`src/rtl/lpc_reg_wr_arb_if.sv`:
```
// Purpose: bundles the host write, internal request and shared register-bank
//          write signals of lpc_reg_wr_arb.
// Signals:
//   HostWr/HostAddr/HostData  LPC host register write (one-cycle strobe)
//   Req[1:0]                  internal write requests, level, held until Gnt
//   ReqAddr0/1, ReqData0/1    internal request address/data
//   RegWr/RegAddr/RegData     shared register-bank write port
//   Gnt[1:0], Abort[1:0]      per-requester completion / drop pulses
// Modports: master drives the requests, slave is the arbiter.
interface lpc_reg_wr_arb_if;
    logic       HostWr;
    logic [7:0] HostAddr;
    logic [7:0] HostData;
    logic [1:0] Req;
    logic [7:0] ReqAddr0;
    logic [7:0] ReqAddr1;
    logic [7:0] ReqData0;
    logic [7:0] ReqData1;
    logic       RegWr;
    logic [7:0] RegAddr;
    logic [7:0] RegData;
    logic [1:0] Gnt;
    logic [1:0] Abort;

    modport master (
        output HostWr, HostAddr, HostData, Req, ReqAddr0, ReqAddr1, ReqData0, ReqData1,
        input  RegWr, RegAddr, RegData, Gnt, Abort
    );

    modport slave (
        input  HostWr, HostAddr, HostData, Req, ReqAddr0, ReqAddr1, ReqData0, ReqData1,
        output RegWr, RegAddr, RegData, Gnt, Abort
    );
endinterface

```
`src/rtl/lpc_reg_wr_arb.sv`:
```
// Purpose: arbitrates the shared register-bank write port between the LPC host
//          (absolute priority, never stalls) and two internal requesters served
//          round-robin, with a programmable idle gap after each internal write
//          and an abort path when the host already wrote the requested address.
// Ports:
//   LpcClock  33 MHz LPC clock, rising edge
//   PciReset  asynchronous active-low reset
//   bus       lpc_reg_wr_arb_if.slave (host write, requests, register write, Gnt/Abort)
// Parameter GAP: idle cycles after each internal write commit, 0-7.
module lpc_reg_wr_arb #(
    parameter int unsigned GAP = 1
) (
    input  logic           LpcClock,
    input  logic           PciReset,
    lpc_reg_wr_arb_if.slave bus
);

    localparam int unsigned CntW    = 3;
    localparam logic [CntW-1:0] GapLoad = (GAP == 0) ? '0 : CntW'(GAP - 1);

    typedef enum logic {
        StIdle = 1'b0,
        StGap  = 1'b1
    } state_t;

    state_t          state, stateNext;
    logic [CntW-1:0] gapCnt, gapCntNext;
    logic            ptr, ptrNext;
    logic [1:0]      conf, confNext;
    logic [1:0]      eligible;
    logic [1:0]      hostHit;
    logic            selValid;
    logic            sel;
    logic            selAbort;

    logic            regWrQ, regWrNext;
    logic [7:0]      regAddrQ, regAddrNext;
    logic [7:0]      regDataQ, regDataNext;
    logic [1:0]      gntQ, gntNext;
    logic [1:0]      abortQ, abortNext;

    // Request selection; a requester being granted this cycle is not eligible.
    always_comb begin
        eligible = bus.Req & ~gntQ;
        selValid = (state == StIdle) && !bus.HostWr && (|eligible);
        sel      = eligible[ptr] ? ptr : ~ptr;
        selAbort = conf[sel];
    end

    // FSM state register.
    always_ff @(posedge LpcClock or negedge PciReset) begin
        if (!PciReset) begin
            state  <= StIdle;
            gapCnt <= '0;
        end else begin
            state  <= stateNext;
            gapCnt <= gapCntNext;
        end
    end

    // FSM next state: only a committed internal write opens a gap.
    always_comb begin
        stateNext  = state;
        gapCntNext = gapCnt;
        case (state)
            StIdle: begin
                if (selValid && !selAbort && (GAP != 0)) begin
                    stateNext  = StGap;
                    gapCntNext = GapLoad;
                end
            end
            StGap: begin
                if (gapCnt == '0) begin
                    stateNext = StIdle;
                end else begin
                    gapCntNext = gapCnt - 1'b1;
                end
            end
            default: stateNext = StIdle;
        endcase
    end

    // FSM outputs: next values of the registered write port, Gnt/Abort, pointer, conflicts.
    always_comb begin
        regWrNext   = 1'b0;
        regAddrNext = regAddrQ;
        regDataNext = regDataQ;
        gntNext     = '0;
        abortNext   = '0;
        ptrNext     = ptr;

        // A host write to an address a pending requester targets marks it stale.
        hostHit[0] = bus.HostWr && (bus.HostAddr == bus.ReqAddr0) && bus.Req[0] && !gntQ[0];
        hostHit[1] = bus.HostWr && (bus.HostAddr == bus.ReqAddr1) && bus.Req[1] && !gntQ[1];
        confNext   = bus.Req & (conf | hostHit);

        if (bus.HostWr) begin
            regWrNext   = 1'b1;
            regAddrNext = bus.HostAddr;
            regDataNext = bus.HostData;
        end else if (selValid) begin
            gntNext[sel] = 1'b1;
            ptrNext      = ~sel;
            if (selAbort) begin
                abortNext[sel] = 1'b1;
                confNext[sel]  = 1'b0;
            end else begin
                regWrNext   = 1'b1;
                regAddrNext = sel ? bus.ReqAddr1 : bus.ReqAddr0;
                regDataNext = sel ? bus.ReqData1 : bus.ReqData0;
            end
        end
    end

    // Registered outputs and arbitration state.
    always_ff @(posedge LpcClock or negedge PciReset) begin
        if (!PciReset) begin
            regWrQ   <= 1'b0;
            regAddrQ <= '0;
            regDataQ <= '0;
            gntQ     <= '0;
            abortQ   <= '0;
            ptr      <= 1'b0;
            conf     <= '0;
        end else begin
            regWrQ   <= regWrNext;
            regAddrQ <= regAddrNext;
            regDataQ <= regDataNext;
            gntQ     <= gntNext;
            abortQ   <= abortNext;
            ptr      <= ptrNext;
            conf     <= confNext;
        end
    end

    assign bus.RegWr   = regWrQ;
    assign bus.RegAddr = regAddrQ;
    assign bus.RegData = regDataQ;
    assign bus.Gnt     = gntQ;
    assign bus.Abort   = abortQ;

endmodule

```
`src/flat_wrapper.sv`:
```
// flat-port wrapper written by rule: the top's interface ports become plain ports
module lpc_reg_wr_arb_flat 
#(
    parameter int unsigned GAP = 1
)
  (LpcClock, PciReset, bus_HostWr, bus_HostAddr, bus_HostData, bus_Req, bus_ReqAddr0, bus_ReqAddr1, bus_ReqData0, bus_ReqData1, bus_RegWr, bus_RegAddr, bus_RegData, bus_Gnt, bus_Abort);
  lpc_reg_wr_arb_if bus_i ();
  input  logic LpcClock;
  input  logic PciReset;
  input wire logic [$bits(bus_i.HostWr)-1:0] bus_HostWr;
  input wire logic [$bits(bus_i.HostAddr)-1:0] bus_HostAddr;
  input wire logic [$bits(bus_i.HostData)-1:0] bus_HostData;
  input wire logic [$bits(bus_i.Req)-1:0] bus_Req;
  input wire logic [$bits(bus_i.ReqAddr0)-1:0] bus_ReqAddr0;
  input wire logic [$bits(bus_i.ReqAddr1)-1:0] bus_ReqAddr1;
  input wire logic [$bits(bus_i.ReqData0)-1:0] bus_ReqData0;
  input wire logic [$bits(bus_i.ReqData1)-1:0] bus_ReqData1;
  output wire logic [$bits(bus_i.RegWr)-1:0] bus_RegWr;
  output wire logic [$bits(bus_i.RegAddr)-1:0] bus_RegAddr;
  output wire logic [$bits(bus_i.RegData)-1:0] bus_RegData;
  output wire logic [$bits(bus_i.Gnt)-1:0] bus_Gnt;
  output wire logic [$bits(bus_i.Abort)-1:0] bus_Abort;
  assign bus_i.HostWr = bus_HostWr;
  assign bus_i.HostAddr = bus_HostAddr;
  assign bus_i.HostData = bus_HostData;
  assign bus_i.Req = bus_Req;
  assign bus_i.ReqAddr0 = bus_ReqAddr0;
  assign bus_i.ReqAddr1 = bus_ReqAddr1;
  assign bus_i.ReqData0 = bus_ReqData0;
  assign bus_i.ReqData1 = bus_ReqData1;
  assign bus_RegWr = bus_i.RegWr;
  assign bus_RegAddr = bus_i.RegAddr;
  assign bus_RegData = bus_i.RegData;
  assign bus_Gnt = bus_i.Gnt;
  assign bus_Abort = bus_i.Abort;
  lpc_reg_wr_arb #(.GAP(GAP)) u_core (.LpcClock(LpcClock), .PciReset(PciReset), .bus(bus_i));
endmodule
```
`config.mk`:
```
export PLATFORM = sky130hd
export DESIGN_NAME = lpc_reg_wr_arb_flat
export DESIGN_NICKNAME = d
export VERILOG_FILES = /design/src/rtl/lpc_reg_wr_arb_if.sv /design/src/rtl/lpc_reg_wr_arb.sv /design/src/flat_wrapper.sv
export SDC_FILE = /design/constraint.sdc
export NUM_CORES = 1
export LEC_CHECK = 0
export BUFFER_PORTS_ARGS = -buffer_cell sky130_fd_sc_hd__clkbuf_2
export CORE_ASPECT_RATIO = 1.75
export CORE_UTILIZATION = 33
export DETAILED_ROUTE_END_ITERATION = 12
export HOLD_SLACK_MARGIN = 0.1
export PLACE_DENSITY = 0.67
export SETUP_SLACK_MARGIN = 0.15
export SLEW_MARGIN = 20
export SYNTH_ARGS = -nofsm -noshare
export SYNTH_HDL_FRONTEND = slang
export SYNTH_SLANG_ARGS = --single-unit
```
`constraint.sdc`:
```
create_clock -name LpcClock -period 2 [get_ports LpcClock]
set_input_delay 0.4 -clock LpcClock [delete_from_list [all_inputs] [get_ports LpcClock]]
set_output_delay 0.4 -clock LpcClock [all_outputs]
set_load 0.01 [all_outputs]
```
==> metrics <==
outcome=finished, final reports clean; static leakage=1.06 nW; antenna violations before repair=0; largest net degree at the start of global routing=40; post-synth cell types=30; core box area=0.00530 sq mm; Mapped Cells=198; critical path launch point type=flop; via count=1733; 1st-pass router iterations=4; Vias/cell=5.08; Setup violations, final=0; Slew headroom=0.520; Max Fclk=581 MHz; ANT nets after route=0; Max Slew Vio Count=0; starting density of the core=0.344; Worst Path Required=2.20 ns; Post-DP Area=0.00229 sq mm; clock sink count=28; drt drc=0; Die X=58.1 microns; Crit path arrival time=1.92 ns; Final Total Pwr=0.00154 W; post-route clock period utilization=0.860; CTS tree=yes; # hold bufs at CTS=0; vias in the first global route=1708; syn avg cell area=9.19 sq um; fillers=530; htree depth=1; commonest non-fill, non-tap cell in the layout=clkbuf_2; TritonCTS Buffers=3; die area=0.00583 sq mm; post-route design area=0.00233 sq mm; Tmin final=1.72 ns; Tot GR Track Use=0.182; Slew @ Worst Pin=0.720 ns; clk slew on worst S/H paths=0.10 ns; mapped cell area=0.00182 sq mm; Area Overhead vs Synth=27.8%; DRT iter0 DRCs=40; drt total wl=5120 microns; Synth Flop Type=dfrtp_1; clock root buffer=clkbuf_8; worst-skew pair later-pin latency=0.28 ns; max_cap viols=0; sequential fraction of the synthesis area=0.385; CP Capture Type=flop; Nets=324; row count=35; first-pass GRT wire length=8200 microns; Async S/R FF share, synth=1.00; setup TNS=0 ns; Antenna diodes=0; CP Max Fanout=10; detailed placer's ending HPWL=3880 microns; total grt overflow=0; Avg WL per Cell=15.0 microns; commonest cells after routing, fill and taps aside=clkbuf_2, nor3_1, dfrtp_1, nand2_1, o21a_1; Post-CTS Setup Bufs=0; number of synthesized flops with an enable pin=0; #FFs+latches synth=28; placed insts=338; Worst VDD drop=0.213 mV; clock skew=0.00310 ns; Setup CP Type=flop to flop; post-layout util=0.439; Ys Warns=0; Final Hold Vio Count=0; syn nets=253; GPL Wtd Cong=0.830; Power per Cell Area=661 mW/mm^2; CTS-repair resized insts=0; Hold Path Class=input port to async pin; Clock Path Buffers=2; Ports=74; layout cells sized above 1=0.404; RSZ-0062 raised after global routing=no; height of the die=100 microns; Final Non-Filler Cells=341; PortBufs=73
-- registers in the layout, summed over array words and instances, names as in the netlist --
name,count
u_core.bus.RegData,8
u_core.bus.RegWr,1
u_core.bus.Abort,2
u_core.bus.RegAddr,8
u_core.gapCnt,3
u_core.state,1
u_core.conf,2
u_core.ptr,1
u_core.bus.Gnt,2
-- synth_stat cells (3+ instances only) --
cell | instances | area share
nor2_1 | 3 | 0.0062
a21oi_1 | 7 | 0.019
clkbuf_1 | 9 | 0.019
dfrtp_1 | 28 | 0.38
nand2_1 | 23 | 0.047
a21oi_2 | 10 | 0.048
o21a_1 | 16 | 0.066
and2_1 | 3 | 0.010
o31ai_1 | 6 | 0.025
inv_1 | 4 | 0.0082
xnor2_1 | 8 | 0.038
nand2b_1 | 4 | 0.014
nor3_1 | 34 | 0.093
o31ai_2 | 10 | 0.069
buf_2 | 5 | 0.014
xor2_1 | 8 | 0.038
-- worst paths after layout --
| check | slack (ns) | cells past startpoint | startpoint | to |
|---|---|---|---|---|
| setup / recovery | 0.28 | 6 | u_core.bus.Gnt[1] | u_core.bus.RegData[3] |
| hold / removal | 0.16 | 1 | PciReset | u_core.bus.RegData[5] |
| setup reg to reg | 0.28 | 6 | u_core.bus.Gnt[1] | u_core.bus.RegData[3] |
| hold reg to reg | 0.52 | 2 | u_core.gapCnt[0] | u_core.gapCnt[0] |
| max in group asynchronous | 1.38 | 1 | PciReset | u_core.state |
| min in group LpcClock | 0.33 | 3 | bus_HostData[7] | u_core.bus.RegData[7] |
-- cell families after synthesis --
family | count (synthesis) | share of synthesized area
AOI/OAI and AO/OA | 54 | 0.242
xor gates and xnor gates | 16 | 0.0770
adders and majority gates | 2 | 0.0137
buffers and inverters | 19 | 0.0467
DFF | 28 | 0.385
muxes | 3 | 0.0309
and+or+nand+nor | 76 | 0.205
-- worst max-delay path, stage by stage (launching register included) --
cell	delay [ns]
dfrtp_1	0.41
nand2b_1	0.21
mux2i_4	0.21
mux2i_4	0.26
buf_4	0.25
a21oi_2	0.09
o31ai_2	0.22
-- area by class of cell --
type                            instances  area, sq um  share of cell area
Inverter                                4         15.0             0.00645
Clock buffer                            3         41.3              0.0177
Timing Repair Buffer                   81          438               0.188
Sequential cell                        28          701               0.301
Tap cell                               74         92.6              0.0398
Multi-Input combinational cell        151         1040               0.447
-- layer usage --
metal  up-vias  wire [microns]  global-route usage
met5         -               0                   0
met4         0             183              0.0861
met3        13             211              0.0142
met2        61            2750               0.316
met1       816            1980               0.223
li1        843               -                   -
-- stage by stage --
step	hold slack, ns	setup slack (ns)
2_1_floorplan	0.104	0.175
3_3_place_gp	0.491	0.242
3_5_place_dp	0.495	0.173
4_1_cts	0.184	0.271
5_1_grt	0.227	0.158
6_report	0.156	0.279
-- where the power goes --
| part | switching [W] | internal (W) | leakage [nW] |
|---|---|---|---|
| sequential | 0.0000511 | 0.000624 | 0.350 |
| combinational | 0.000305 | 0.000242 | 0.689 |
| clock | 0.000181 | 0.000136 | 0.0216 |
| total | 0.000538 | 0.00100 | 1.06 |
Power figures use the tool's default switching activity.
